File: config.mk
export PLATFORM = sky130hd
export DESIGN_NAME = instruction_aligner
export DESIGN_NICKNAME = d
export VERILOG_FILES = /design/src/rtl/instruction_aligner_pkg.sv /design/src/rtl/instruction_aligner_out_reg.sv /design/src/rtl/instruction_aligner.sv
export SDC_FILE = /design/constraint.sdc
export NUM_CORES = 1
export LEC_CHECK = 0
export CAP_MARGIN = 15
export CELL_PAD_IN_SITES_DETAIL_PLACEMENT = 2
export CELL_PAD_IN_SITES_GLOBAL_PLACEMENT = 2
export CORE_AREA = 2 2 155 157
export DETAILED_ROUTE_END_ITERATION = 10
export DIE_AREA = 0 0 157 159
export GPL_ROUTABILITY_DRIVEN = 0
export GPL_TIMING_DRIVEN = 0
export PLACE_DENSITY = 0.88
export RECOVER_POWER = 100
export SLEW_MARGIN = 5
export SYNTH_ARGS = -nofsm -noshare
export SYNTH_HDL_FRONTEND = slang
export SYNTH_HIERARCHICAL = 1
export SYNTH_SLANG_ARGS = --single-unit
File: constraint.sdc
create_clock -name clk -period 5.7 [get_ports clk]
set_input_delay 1.14 -clock clk [delete_from_list [all_inputs] [get_ports clk]]
set_output_delay 1.14 -clock clk [all_outputs]
set_load 0.01 [all_outputs]
File: src/rtl/instruction_aligner_pkg.sv
// Shared types for the instruction aligner and the decompressor input stage.
package instruction_aligner_pkg;

   // Aligner buffer state.
   typedef enum logic [1:0] {
      EMPTY    = 2'd0,
      HALF     = 2'd1,
      SKIP_LOW = 2'd2
   } align_state_t;

   // Low two bits that mark a full 32-bit instruction.
   localparam logic [1:0] UNCOMP_LOW = 2'b11;

   // One aligned instruction as handed to the decompressor.
   typedef struct packed {
      logic [31:0] data;
      logic [31:0] pc;
      logic        compressed;
   } aligned_instr_t;

   // A halfword starts a compressed instruction unless its low bits are 11.
   function automatic logic is_compressed(input logic [15:0] half);
      return half[1:0] != UNCOMP_LOW;
   endfunction

endpackage

File: src/rtl/instruction_aligner_out_reg.sv
// Single-entry valid/ready output register. The payload holds while the
// consumer stalls; flush drops the pending instruction.
module aligner_out_reg
   import instruction_aligner_pkg::*;
(
   input  logic           clk,
   input  logic           rst_n,
   input  logic           flush,
   input  logic           load,
   input  logic           emit,
   input  aligned_instr_t in_instr,
   output logic           out_valid,
   output aligned_instr_t out_instr
);

   // Valid follows emit on every load; payload only changes when something is emitted.
   always_ff @(posedge clk or negedge rst_n) begin
      if (!rst_n) begin
         out_valid <= 1'b0;
         out_instr <= '0;
      end else if (flush) begin
         out_valid <= 1'b0;
      end else if (load) begin
         out_valid <= emit;
         if (emit) begin
            out_instr <= in_instr;
         end
      end
   end

endmodule

File: src/rtl/instruction_aligner.sv
// Turns word-aligned fetch words into one instruction per handshake,
// stitching 32-bit instructions that straddle a word boundary and
// splitting words that carry two compressed instructions.
module instruction_aligner
   import instruction_aligner_pkg::*;
#(
   parameter logic [31:0] RESET_PC = 32'h0000_0000
) (
   input  logic        clk,
   input  logic        rst_n,
   output logic [31:0] fetch_addr,
   input  logic        fetch_valid,
   input  logic [31:0] fetch_data,
   output logic        fetch_ready,
   input  logic        flush,
   input  logic [31:0] flush_pc,
   output logic        instr_valid,
   input  logic        instr_ready,
   output logic [31:0] instr_data,
   output logic [31:0] instr_pc,
   output logic        instr_compressed
);

   localparam logic [31:0]  RESET_FETCH = RESET_PC & ~32'd3;
   localparam logic [31:0]  RESET_NPC   = RESET_PC & ~32'd1;
   localparam align_state_t RESET_STATE = RESET_PC[1] ? SKIP_LOW : EMPTY;

   align_state_t   state;
   align_state_t   state_next;
   logic [15:0]    half_buf;
   logic [15:0]    half_buf_next;
   logic [31:0]    next_pc;
   logic [31:0]    next_pc_next;
   logic [31:0]    fetch_addr_next;
   logic           advance;
   logic           consume;
   logic           emit;
   aligned_instr_t emit_instr;
   aligned_instr_t out_instr;

   assign advance = !instr_valid || instr_ready;

   // Next-state, fetch handshake and instruction assembly; flush overrides everything.
   always_comb begin
      state_next      = state;
      half_buf_next   = half_buf;
      next_pc_next    = next_pc;
      fetch_ready     = 1'b0;
      emit            = 1'b0;
      emit_instr      = '0;
      consume         = 1'b0;
      fetch_addr_next = fetch_addr;

      case (state)
         EMPTY: begin
            fetch_ready = advance;
         end
         HALF: begin
            fetch_ready = is_compressed(half_buf) ? 1'b0 : advance;
         end
         SKIP_LOW: begin
            fetch_ready = advance;
         end
         default: begin
            fetch_ready = 1'b0;
         end
      endcase

      if (flush) begin
         fetch_ready = 1'b0;
      end
      consume = fetch_valid && fetch_ready;

      case (state)
         EMPTY: begin
            if (consume) begin
               emit           = 1'b1;
               emit_instr.pc  = next_pc;
               if (is_compressed(fetch_data[15:0])) begin
                  emit_instr.data       = {16'h0000, fetch_data[15:0]};
                  emit_instr.compressed = 1'b1;
                  half_buf_next         = fetch_data[31:16];
                  next_pc_next          = next_pc + 32'd2;
                  state_next            = HALF;
               end else begin
                  emit_instr.data       = fetch_data;
                  emit_instr.compressed = 1'b0;
                  next_pc_next          = next_pc + 32'd4;
               end
            end
         end
         HALF: begin
            if (is_compressed(half_buf)) begin
               if (advance) begin
                  emit                  = 1'b1;
                  emit_instr.data       = {16'h0000, half_buf};
                  emit_instr.pc         = next_pc;
                  emit_instr.compressed = 1'b1;
                  next_pc_next          = next_pc + 32'd2;
                  state_next            = EMPTY;
               end
            end else if (consume) begin
               emit                  = 1'b1;
               emit_instr.data       = {fetch_data[15:0], half_buf};
               emit_instr.pc         = next_pc;
               emit_instr.compressed = 1'b0;
               half_buf_next         = fetch_data[31:16];
               next_pc_next          = next_pc + 32'd4;
            end
         end
         SKIP_LOW: begin
            if (consume) begin
               half_buf_next = fetch_data[31:16];
               state_next    = HALF;
            end
         end
         default: begin
            state_next = EMPTY;
         end
      endcase

      if (consume) begin
         fetch_addr_next = fetch_addr + 32'd4;
      end

      if (flush) begin
         emit            = 1'b0;
         half_buf_next   = '0;
         next_pc_next    = flush_pc & ~32'd1;
         fetch_addr_next = flush_pc & ~32'd3;
         state_next      = flush_pc[1] ? SKIP_LOW : EMPTY;
      end
   end

   // Aligner state, halfword buffer, fetch address and next-PC registers.
   always_ff @(posedge clk or negedge rst_n) begin
      if (!rst_n) begin
         state      <= RESET_STATE;
         half_buf   <= '0;
         next_pc    <= RESET_NPC;
         fetch_addr <= RESET_FETCH;
      end else begin
         state      <= state_next;
         half_buf   <= half_buf_next;
         next_pc    <= next_pc_next;
         fetch_addr <= fetch_addr_next;
      end
   end

   aligner_out_reg u_out_reg (
      .clk       (clk),
      .rst_n     (rst_n),
      .flush     (flush),
      .load      (advance),
      .emit      (emit),
      .in_instr  (emit_instr),
      .out_valid (instr_valid),
      .out_instr (out_instr)
   );

   assign instr_data       = out_instr.data;
   assign instr_pc         = out_instr.pc;
   assign instr_compressed = out_instr.compressed;

endmodule

# Word level (Yosys, flattened, before mapping)
# Index checks and enable logic that the tools add are counted.
[classes]
addsub = 3
eq_ne = 12
muxes = 39
bitwise = 1
reduce_logical = 13
[ops]
columns = ["operator", "count"]
rows = [
  ["$mux 32", 9],
  ["$mux 65", 3],
  ["$pmux 65 s2", 1],
  ["$mux 16", 5],
  ["$add 32x3->32 const B", 2],
  ["$pmux 32 s2", 1],
  ["$pmux 16 s3", 1],
  ["$add 32x2->32 const B", 1],
  ["$ne 3x3->1 const B", 6],
  ["$mux 2", 7],
  ["$mux 1", 9],
  ["$ne 4x4->1 const B", 2],
  ["$reduce_and 4->1", 2],
  ["$pmux 2 s3", 1],
  ["$reduce_and 5->1", 1],
  ["$ne 2x2->1 const B", 2],
  ["$pmux 1 s2", 2],
  ["$reduce_bool 2->1", 2],
  ["$reduce_bool 4->1", 1],
  ["$reduce_and 3->1", 1],
  ["$reduce_bool 3->1", 1],
  ["$eq 2x1->1 const B", 1],
  ["$eq 2x2->1 const B", 1],
  ["$logic_not 2->1", 1],
  ["5 further kinds", 5],
]
[word_totals]
reg_bits = 148
out_inout_bits = 99
wordCells = 76

# Longest topological paths before layout
[logic_depth]
depth_word = 12
ltp_mapped = 11

# By module
# The synthesis kept the hierarchy.
[by_module_without_submodules]
columns = ["module", "n_inst", "cells_each", "area_per_inst_um2"]
rows = [
  ["instruction_aligner", 1, 630, 5317.6],
  ["aligner_out_reg", 1, 141, 2665.1],
]

# Least setup slack after synthesis
# Ideal clock, no wire load.
[synth_timing]
kind = "input-to-reg"
startpoint = "in flush"
endpoint = "reg, netlist name u_out_reg/out_instr[10]"
arrival_time_ns = 3.084
t_required_ns = 5.575
slack_ns = 2.491
stages = 10
cell_sequence = "clkbuf_1 > nor2_1 > and4_1 > clkbuf_1 > or2_2 > and2_1 > nand3b_1 > buf_6 > buf_6 > mux2_4"
[synth_between]
elab_chain_cells = 7
elab_cells_between_ends = 12
cone_classes = "9 x mux; 1 x bitwise; 2 x reduce/logical"
[synth_rtl]
columns = ["item", "line_no", "rtl"]
rows = [
  ["from (decl)", "instruction_aligner.sv:15", "input logic flush,"],
  ["$mux 1", "instruction_aligner.sv:69", "if (flush) begin"],
  ["$logic_and 1x1->1", "instruction_aligner.sv:72", "consume = fetch_valid && fetch_ready;"],
  ["$mux 1", "instruction_aligner.sv:76, instruction_aligner.sv:102", ""],
  ["$mux 1", "instruction_aligner.sv:93", "if (is_compressed(half_buf)) begin"],
  ["$pmux 1 s2", "instruction_aligner.sv:74", "case (state)"],
  ["$mux 1 (*)", "instruction_aligner.sv:126", "if (flush) begin"],
  ["net emit", "instruction_aligner.sv:37", "logic emit;"],
  ["$reduce_and 3->1 (no source line) (*)", "n/a", ""],
]
# The timed path passes the listed nets; every way through them passes the cells marked *.
# A chain may end at the register's enable or synchronous reset.

# Final worst setup path
[layout_timing]
startpoint = "in flush"
endpoint = "reg, netlist name u_out_reg/out_instr[36]"
[layout_between]
elab_chain_cells = 7
elab_cells_between_ends = 12
cone_classes = "9 x mux; 1 x bitwise; 2 x reduce/logical"
[layout_rtl]
columns = ["item", "line_no"]
rows = [
  ["$mux 1", "instruction_aligner.sv:69"],
  ["$logic_and 1x1->1", "instruction_aligner.sv:72"],
  ["$mux 1", "instruction_aligner.sv:76, instruction_aligner.sv:102"],
  ["$mux 1", "instruction_aligner.sv:93"],
  ["$pmux 1 s2", "instruction_aligner.sv:74"],
  ["$mux 1 (*)", "instruction_aligner.sv:126"],
  ["net emit", "instruction_aligner.sv:37"],
  ["$reduce_and 3->1 (no source line) (*)", "n/a"],
]
# Marks and branches as above.

==> metrics.yaml <==
outcome: "complete, but fails checks"
violations: "max-capacitance violations, max-slew violations"
rows: 56
synthCells: 771
drt_iter0_markers: 470
core_area_um2: 23200
clock_skew_ns: 0.00696
swShare: 0.326
hp-class: "flop to flop"
relSlewSlack: -0.891
numCtsBuffers: 17
synth_flop_cell: "dfrtp_1"
grt_overflow: 0
crit_required_ns: 6.01
ant_nets: 0
postPlaceCellArea_um2: 10100
p_switching_w: 0.00105
layout_setup_ws_ns: 0.852
drive_gt1_frac: 0.0857
crit_path_max_incr_delay_ns: 0.63
fmaxAchievable_mhz: 206
slowest_stage: "clkbuf_1"
grt_setup_unrepaired: "false"
power_frac_comb: 0.228
cts_hold_buf: 0
design_area_um2: 10500
vias: 7539
synth_area_um2: 7980
p_seq_frac: 0.405
hpwl_um: 23400
layout_common_cells: "dfrtp_1 (145), dlygate4sd3_1 (99), nand2_1 (81)"
arrival_ns: 5.16
ios: 168
grt_util_all_layers: 0.285
worstSetupEndpointType: "flop"
final_common_cell: "dfrtp_1"
tightest_slew_ns: 2.84
placement.io_buffers: 163
drt-total-wl_um: 35300
syn2layout_area_growth_pct: 31.0
cts_tree: "yes"
hold_violations: 0
clk_latency_ns: 0.43
max-vdd-ir-drop_mv: 0.157
avgSynthCellArea_um2: 10.4
tns_ns: 0
clk_pin_slew_worst_paths_ns: 0.07
path_common_cell: "clkbuf_1"
post_cts_buffers: 0
fin_nets: 1032
timing.max_cap.violations: 1
grt_pass1_vias: 8327
power_leakage_nw: 4.65
antenna_found_initial: 4
async_reset_ff_frac: 1.00
dieArea_um2: 25000
cts.sinks: 145
drc: 0
worstPathMaxFanout: 10
htreeDepth: 4
firstDrtPassIters: 4
p_int_w: 0.00217
p_clk_frac: 0.367
fin_crit_sh: 0.851
post-route-min-period_ns: 4.85
cts.repair.resized: 0
vias_per_cell: 5.84
powerDensity_nw_per_um2: 308
crit_type: "input pin to flop"
avgRoutedWirePerCell_um: 27.3
die_w_um: 157
clk_path_buf_depth: 2
slew_violations: 47
grt_pass1_wl_um: 53500
initial_utilization: 0.344
total_power_w: 0.00322
ys_ff_latch: 145
synth_edf_count: 0
cts_root_buffer: "clkbuf_16"
crit_chain: "dlygate4sd3_1 > clkbuf_1 > nor2_1 > and4_1 > clkbuf_1 > or2_0 > and2_0 > nand3b_1 > clkbuf_1 > buf_6 > mux2_1"
yosysWarnings: 6
grt_max_degree: 100
die_h_um: 159
synth_cell_type_count: 69
setup_violations: 0
yosysSeqAreaShare: 0.455
preCtsSetupSlack_ns: 1.26
startpoint_type: "input pin"
[per-layer routing]
metal | track usage | share of wire
met4 | 0.137 | 0.044
met2 | 0.467 | 0.50
met3 | 0.0441 | 0.050
met5 | 0 | 0
met1 | 0.367 | 0.41
[logic make-up (layout without fill, tap and decap cells)]
| logic type | Yosys count | in the layout | synth area share |
|---|---|---|---|
| XOR/XNOR | 14 | 14 | 0.0154 |
| other | 1 | 7 | 0.000470 |
| AND/OR/NAND/NOR | 292 | 292 | 0.193 |
| adder cells (fa/ha/maj) | 7 | 7 | 0.0110 |
| flip-flops | 145 | 145 | 0.455 |
| buffers and inverters | 77 | 273 | 0.0459 |
| AO/OA/AOI/OAI | 163 | 163 | 0.155 |
| multiplexers | 72 | 72 | 0.125 |
[final timing paths]
check,startpoint,endpoint,slack [ns],cells after the start
setup / recovery,flush,u_out_reg/out_instr[36],0.85,11
max in group asynchronous,rst_n,u_out_reg/out_instr[16],2.48,1
setup reg to reg,u_out_reg/out_valid,u_out_reg/out_instr[36],1.89,10
hold / removal,u_out_reg/out_instr[50],u_out_reg/out_instr[50],0.49,1
hold reg to reg,u_out_reg/out_instr[50],u_out_reg/out_instr[50],0.49,1
min in group asynchronous,rst_n,fetch_addr[25],1.62,1
[power groups by stage]
stage,clock [W],combinational (W),sequential [W]
floorplan,0,0.000338,0.00132
global placement,0,0.000749,0.00131
detailed placement,0,0.000786,0.00132
CTS,0.00119,0.000813,0.00131
global route,0.00123,0.000781,0.00132
finish,0.00118,0.000734,0.00131
[worst max-delay path, delay by kind of cell]
| family | cells | cell delay (ns) |
|---|---|---|
| muxes | 1 | 0.36 |
| buffers and inverters | 5 | 2.33 |
| and+or+nand+nor | 5 | 1.30 |
[layout make-up]
cell class,count,area [um^2]
Inverter,21,78.8
Multi-Input combinational cell,551,3810
Clock inverter,13,151
Sequential cell,145,3630
Buffer,56,273
Antenna cell,4,10.0
Tap cell,319,399
Timing Repair Buffer,164,1650
Clock buffer,19,453
Fill cell,2448,12700
[through the flow]
step | std cells | hold WS, ns | util
2_1_floorplan | 773 | 0.451 | -
3_3_place_gp | 1255 | 0.462 | 0.432
3_5_place_dp | 1256 | 0.487 | 0.433
4_1_cts | 1288 | 0.515 | 0.460
5_1_grt | 1292 | 0.520 | 0.451
6_report | 1292 | 0.487 | 0.451
[registers in the layout (all words and copies together), names as in the netlist]
register / cells
state: 2
u_out_reg/out_instr: 65
u_out_reg/out_valid: 1
fetch_addr: 30
next_pc: 31
half_buf: 16
[synthesized netlist by cell type, drive strengths merged (5+ instances only)]
cell / count / area [um^2]
clkbuf: 34 / 129
a22o: 30 / 263
nor4: 16 / 100
or4: 6 / 45.0
or3: 6 / 47.5
a31oi: 10 / 62.6
nor2: 35 / 131
and3: 17 / 106
a311o: 5 / 51.3
xnor2: 9 / 78.8
nand4: 23 / 150
a211o: 6 / 52.6
ha: 7 / 87.6
nor2b: 5 / 31.3
nand3: 40 / 200
o21ai: 43 / 215
xor2: 5 / 43.8
buf: 22 / 159
nand2: 81 / 304
nor3: 5 / 25.0
o311ai: 13 / 114
o211ai: 13 / 111
dfrtp: 145 / 3630
inv: 21 / 78.8
a21oi: 9 / 45.0
and2: 37 / 231
mux2: 69 / 965
and4: 8 / 70.1
Power figures use the tool's default switching activity.
